===== config.mk =====
export PLATFORM = sky130hd
export DESIGN_NAME = tdm_demux_1_to_4
export DESIGN_NICKNAME = d
export VERILOG_FILES = /design/src/rtl/tdm_demux_1_to_4.sv
export SDC_FILE = /design/constraint.sdc
export NUM_CORES = 1
export LEC_CHECK = 0
export CAP_MARGIN = 15
export CORE_MARGIN = 1.5
export CORE_UTILIZATION = 50
export DETAILED_ROUTE_END_ITERATION = 8
export PLACE_DENSITY = 0.77
export SYNTH_ARGS = -nofsm -noshare
export SYNTH_HDL_FRONTEND = slang
export SYNTH_SLANG_ARGS = --single-unit

===== constraint.sdc =====
create_clock -name clk -period 2.25 [get_ports clk]
set_clock_uncertainty 0.2 [all_clocks]
set_input_delay 0.225 -clock clk [delete_from_list [all_inputs] [get_ports clk]]
set_output_delay 0.225 -clock clk [all_outputs]
set_load 0.01 [all_outputs]

===== src/rtl/tdm_demux_1_to_4.sv =====
// Receive side of a 4-slot TDM link: rebuilds the 4-bit word from a serial stream plus slot-0 sync.
// Optional macro TDM_STRICT_SYNC_EN: a missing sync at any slot-0 sample drops back to HUNT.
module tdm_demux_1_to_4 #(
    parameter int SLOT_CYCLES = 1,
    parameter int PCNT_W      = 4
) (
    input  logic       clk,
    input  logic       rst_n,
    input  logic       en,
    input  logic       din,
    input  logic       sync,
    output logic [3:0] y,
    output logic       frame_valid,
    output logic [1:0] slot,
    output logic       locked,
    output logic       sync_err
);

    localparam logic HUNT = 1'b0;
    localparam logic RUN  = 1'b1;

    localparam logic [PCNT_W-1:0] PCNT_LAST = PCNT_W'(SLOT_CYCLES - 1);

    // A sync edge consumes the first cycle of slot 0, so the counters resume one cycle in.
    localparam logic [1:0]        ENTRY_SLOT = (SLOT_CYCLES == 1) ? 2'd1 : 2'd0;
    localparam logic [PCNT_W-1:0] ENTRY_PCNT = (SLOT_CYCLES == 1) ? '0 : PCNT_W'(1);

    logic              state;
    logic [PCNT_W-1:0] pcnt;
    logic [2:0]        shadow;
    logic              frame_start;

    assign locked      = (state == RUN);
    assign frame_start = (slot == 2'd0) && (pcnt == '0);

    always_ff @(posedge clk or negedge rst_n) begin
        if (!rst_n) begin
            state       <= HUNT;
            pcnt        <= '0;
            slot        <= 2'd0;
            shadow      <= 3'b000;
            y           <= 4'b0000;
            frame_valid <= 1'b0;
            sync_err    <= 1'b0;
        end else begin
            frame_valid <= 1'b0;
            sync_err    <= 1'b0;
            if (en) begin
                if (state == HUNT) begin
                    if (sync) begin
                        shadow[0] <= din;
                        state     <= RUN;
                        slot      <= ENTRY_SLOT;
                        pcnt      <= ENTRY_PCNT;
                    end
                end else if (sync && !frame_start) begin
                    sync_err  <= 1'b1;
                    shadow[0] <= din;
                    slot      <= ENTRY_SLOT;
                    pcnt      <= ENTRY_PCNT;
`ifdef TDM_STRICT_SYNC_EN
                end else if (!sync && frame_start) begin
                    sync_err <= 1'b1;
                    state    <= HUNT;
                    slot     <= 2'd0;
                    pcnt     <= '0;
`endif
                end else begin
                    if (pcnt == PCNT_LAST) begin
                        pcnt <= '0;
                        slot <= slot + 2'd1;
                    end else begin
                        pcnt <= pcnt + PCNT_W'(1);
                    end
                    // Slot 3 is never shadowed: its bit goes straight into the output word.
                    if (pcnt == '0) begin
                        case (slot)
                            2'd0: shadow[0] <= din;
                            2'd1: shadow[1] <= din;
                            2'd2: shadow[2] <= din;
                            2'd3: begin
                                y           <= {din, shadow};
                                frame_valid <= 1'b1;
                            end
                        endcase
                    end
                end
            end
        end
    end

endmodule


**After elaboration in Yosys (flattened, before gate mapping)**

Index checks and enable logic that the tools add are counted.

- Logic and storage cells: 52
- Output and inout port bits: 9
- Bits in registers: 16
- Input bits: 5

- Muxes and demuxes: 23
- Add/subtract/negate cells: 2
- Bitwise logic cells: 1
- Reduce and logical (&&, ||, !) cells: 12
- Equality and inequality tests: 5

Operator list:

| cell | number |
|---|---|
| two-way mux 4 bit | 4 |
| two-way mux 1 bit | 15 |
| AND reduction 5 bit | 3 |
| two-way mux 2 bit | 4 |
| inequality test 3 x 1 -> 1 bit (second input constant) | 2 |
| adder 4 x 1 -> 4 bit (second input constant) | 1 |
| == test 2 bit (second input constant) | 2 |
| zero test 4 bit | 1 |
| AND reduction 4 bit | 1 |
| AND reduction 3 bit | 1 |
| adder 2 x 1 -> 2 bit (second input constant) | 1 |
| == test 2 x 1 -> 1 bit (second input constant) | 1 |
| logical AND 1 bit | 2 |
| zero test 2 bit | 1 |
| AND reduction 2 bit | 1 |
| nonzero test 2 bit | 1 |
| zero test 1 bit | 1 |
| inverter 1 bit | 1 |

**Longest topological paths before layout**

Gate-level depths: netlist of the first run.

- Depth after elaboration: 7
- Gate-level depth with buffers: 6
- Mapped depth without buffers: 5

**Least setup slack after synthesis of the first run**

No wires, ideal clock.

- Path type: register to register
- From: reg slot[0]
- To: reg y[0]
- Arrival: 1,418 ps
- Clock period less this slack: 1,742 ps
- Data required time: 1,925 ps
- Buffers on the path: 0
- Setup slack: 508 ps
- Stages on the path, launching flop included: 6
- Path through: dfrtp_1 -> inv_1 -> ha_1 -> nand2b_1 -> nand4_2 -> mux2_2

- Cells in the longest elaborated chain, start to end: 6
- Elaborated cells on any way between the ends: 7
- Classes of those cells: eq/ne (1); bitwise (1); reduce/logical (5)

Ends and longest elaborated chain:

| item | RTL line | text |
|---|---|---|
| start: declaration | 14 | `output logic [1:0] slot,` |
| start signal: assignment | 71 | `slot <= slot + 2'd1;` |
| zero test 2 bit | 34 | `assign frame_start = (slot == 2'd0) && (pcnt == '0);` |
| logical AND 1 bit | 34 |  |
| zero test 1 bit | 56 | `end else if (sync && !frame_start) begin` |
| logical AND 1 bit | 56 |  |
| inverter 1 bit (no line) | n/a |  |
| AND reduction 5 bit (no line) * | n/a |  |
| end signal: assignment | 82 | `y <= {din, shadow};` |
| end: declaration | 12 | `output logic [3:0] y,` |

Every way passes the cells marked *; elsewhere a longest branch is shown, timed or not.
A chain may end at the register's enable or synchronous reset.

**Final worst setup path of the first run**

- From: reg pcnt[0]
- To: reg y[1]

- Cells in the longest elaborated chain, start to end: 6

Ends and longest elaborated chain:

| item | RTL line | text |
|---|---|---|
| start: declaration | 29 | `logic [PCNT_W-1:0] pcnt;` |
| start signal: assignment | 73 | `pcnt <= pcnt + PCNT_W'(1);` |
| zero test 4 bit * | 34, 76 |  |
| logical AND 1 bit | 34 |  |
| zero test 1 bit | 56 |  |
| logical AND 1 bit | 56 |  |
| inverter 1 bit (no line) | n/a |  |
| AND reduction 5 bit (no line) * | n/a |  |

Marked as above.

==> results_dict.tcl, run 1 <==
set metrics [dict create \
    setup_violations 0 \
    cts_made_buffers 3 \
    peakVddDrop_mv 0.634 \
    clkTransAtPathRegs_ns 0.09 \
    fmax_mhz 513 \
    antenna_found_initial 0 \
    grt_max_degree 17 \
    n_antenna_cell 0 \
    place_area_um2 962 \
    final_core_util 0.655 \
    yosys.area.top_type_share 0.482 \
    overflow 0 \
    drtPass1Iterations 4 \
    worst_ep_arrival_time_ns 1.93 \
    power_density_nw_per_um2 1120 \
    htreeDepth 1 \
    hpwl_um 1020 \
    route.vias.total 560 \
    numClockSinks 16 \
    yosys_warnings 0 \
    worst_setup_path_start_kind "flip-flop" \
    die_w_um 43.8 \
    drive_above_1_share 0.229 \
    first_iter_violations 11 \
    stdcell_area_um2 998 \
    place.gp.congestion 0.784 \
    nets 95 \
    crit_type "reg -> reg" \
    finalCritPeriodShare 0.867 \
    area_growth_pct 20.2 \
    synthCells 68 \
    ys_seq_area_frac 0.482 \
    worstMarginPinSlew_ns 0.706 \
    root_buffer "clkbuf_4" \
    antenna_left 0 \
    synth_nets 79 \
    cts_tree "built" \
    die_area_um2 1910 \
    post_cts.repair.setup_buffers 0 \
    fin_cells 99 \
    yosys-top-cells-area "dfrtp_1 (48%), mux2_2 (9.5%), ha_1 (9.0%)" \
    port_buffers 13 \
    hold_viol 0 \
    leakage_nw 0.465 \
    syn_area_um2 831 \
    row_count 14 \
    slew_headroom 0.528 \
    grt_pass1_vias 565 \
    crit_required_ns 2.23 \
    cts-resized-gates 0 \
    ys_seq_elements 16 \
    die_height_um 43.8 \
    synth_area_per_cell_um2 12.2 \
    hold_path_class "in -> async" \
    end_kind "flip-flop" \
    critPathSlowestCell "dfrtp_1" \
    totalWireLength_um 1420 \
    grt_first_pass_wirelength_um 2640 \
    viasPerCell 5.66 \
    slowest_delay_ns 0.43 \
    rsz0062_at_grt "false" \
    hold_buffers 0 \
    drc 0 \
    insertion_delay_ns 0.29 \
    coreArea_um2 1520 \
    initial_core_util 0.545 \
    grt_usage 0.190 \
    outcome "finished, final reports clean" \
    pin_count 14 \
    dp.cells 95 \
    cp_max_fo 11 \
    ys_types 29 \
    period_needed_ns 1.95 \
    ctsLongestPathBuffers 2 \
    tns_ns 0 \
    synth_top_cell_by_area "dfrtp_1" \
    report.final.slew_viol_count 0 \
    wl_per_cell_um 14.3 \
    p_total_mw 1.12 \
    drv_cap 0 \
    crit_path_cell_trace "inv_1 -> ha_1 -> nor3b_4 -> nand4_2 -> mux2_2" \
]
cell type report:
class | count | area (um^2)
repair buffers | 15 | 145
flip-flops and latches | 16 | 400
inverters | 7 | 26.3
multi-input cells | 41 | 370
clock buffers | 4 | 36.3
well taps | 16 | 20.0
fillers | 114 | 526
per-stage QoR:
| stage | hold WS, ns | setup WS (ns) |
|---|---|---|
| after CTS | 0.178 | 0.294 |
| after floorplan | -0.271 | 0.508 |
| after detailed placement | 0.286 | 0.312 |
| after global placement | 0.291 | 0.376 |
| final | 0.150 | 0.299 |
| after global routing | 0.235 | 0.153 |
state kept, by name (all words and copies together), names as in the netlist:
signal,cells
locked,1
frame_valid,1
shadow,3
slot,2
sync_err,1
pcnt,4
y,4
report_power, final:
| group | total [mW] | switching [mW] | internal [mW] | leakage, nW |
|---|---|---|---|---|
| Combinational | 0.457 | 0.199 | 0.258 | 0.243 |
| Clock | 0.191 | 0.0924 | 0.0986 | 0.0210 |
| Sequential | 0.469 | 0.0820 | 0.387 | 0.201 |
cell families after synthesis:
logic type / after synthesis / synth area share
simple gates: 14 / 0.120
buf+inv: 11 / 0.0723
mux: 8 / 0.107
compound gates: 13 / 0.128
fa+ha+maj: 6 / 0.0904
flops: 16 / 0.482
cells in the mapped netlist:
library cell,number
a2bb2oi_1,1
nand2_1,3
and3_2,1
o41ai_1,1
nand2b_1,1
nor2_1,1
nand4b_1,1
and2_1,1
buf_6,2
o21ai_0,1
a32oi_1,1
nor3b_4,1
ha_1,6
buf_4,1
mux2_2,7
a41o_2,1
a21o_2,1
nand4_1,3
a221oi_1,2
mux2i_1,1
dfrtp_1,16
a21bo_2,1
nor2b_1,1
a32o_1,1
nand4_2,1
a21oi_1,1
o22ai_1,2
clkbuf_1,1
inv_1,7
path summary, 6_finish.rpt:
check                                 startpoint               endpoint  slack (ns)  cells past startpoint
setup / recovery             pcnt[0]$_DFFE_PN0P_       y[1]$_DFFE_PN0P_        0.30                      5
hold / removal                             rst_n     locked$_DFFE_PN0P_        0.15                      1
setup reg to reg             pcnt[0]$_DFFE_PN0P_       y[1]$_DFFE_PN0P_        0.30                      5
hold reg to reg            shadow[1]$_DFFE_PN0P_  shadow[1]$_DFFE_PN0P_        0.31                      1
max in group asynchronous                  rst_n       y[2]$_DFFE_PN0P_        1.25                      1
min in group clk           shadow[1]$_DFFE_PN0P_  shadow[1]$_DFFE_PN0P_        0.31                      1
worst max-delay path, delay by kind of cell, from the launching register on:
family | cells | cell delay (ns)
adder cells (fa/ha/maj) | 1 | 0.14
buffers and inverters | 1 | 0.08
flip-flops | 1 | 0.43
multiplexers | 1 | 0.33
AND/OR/NAND/NOR | 2 | 0.67
per-layer routing:
metal,GRT usage,wire length [um]
met1,0.285,702
met2,0.271,656
met3,0.0250,33
met4,0.0909,24
met5,0,0
cells in the final DEF, fill, tap and decap left out, drive strengths merged:
| cell | instances |
|---|---|
| a21bo | 1 |
| a21o | 1 |
| a21oi | 1 |
| a221oi | 2 |
| a2bb2oi | 1 |
| a32o | 1 |
| a32oi | 1 |
| a41o | 1 |
| and2 | 1 |
| and3 | 1 |
| buf | 2 |
| clkbuf | 4 |
| clkdlybuf4s50 | 13 |
| dfrtp | 16 |
| ha | 6 |
| inv | 7 |
| mux2 | 7 |
| mux2i | 1 |
| nand2 | 3 |
| nand2b | 1 |
| nand4 | 4 |
| nand4b | 1 |
| nor2 | 1 |
| nor2b | 1 |
| nor3b | 1 |
| o21ai | 1 |
| o22ai | 2 |
| o41ai | 1 |
Power figures use the tool's default switching activity.
==> run 2, diff against run 1 <==
- CTS_CLUSTER_SIZE: unset -> 24
==> results of run 2 <==
Final layout, timing and power as in run 1 (identical DEF).
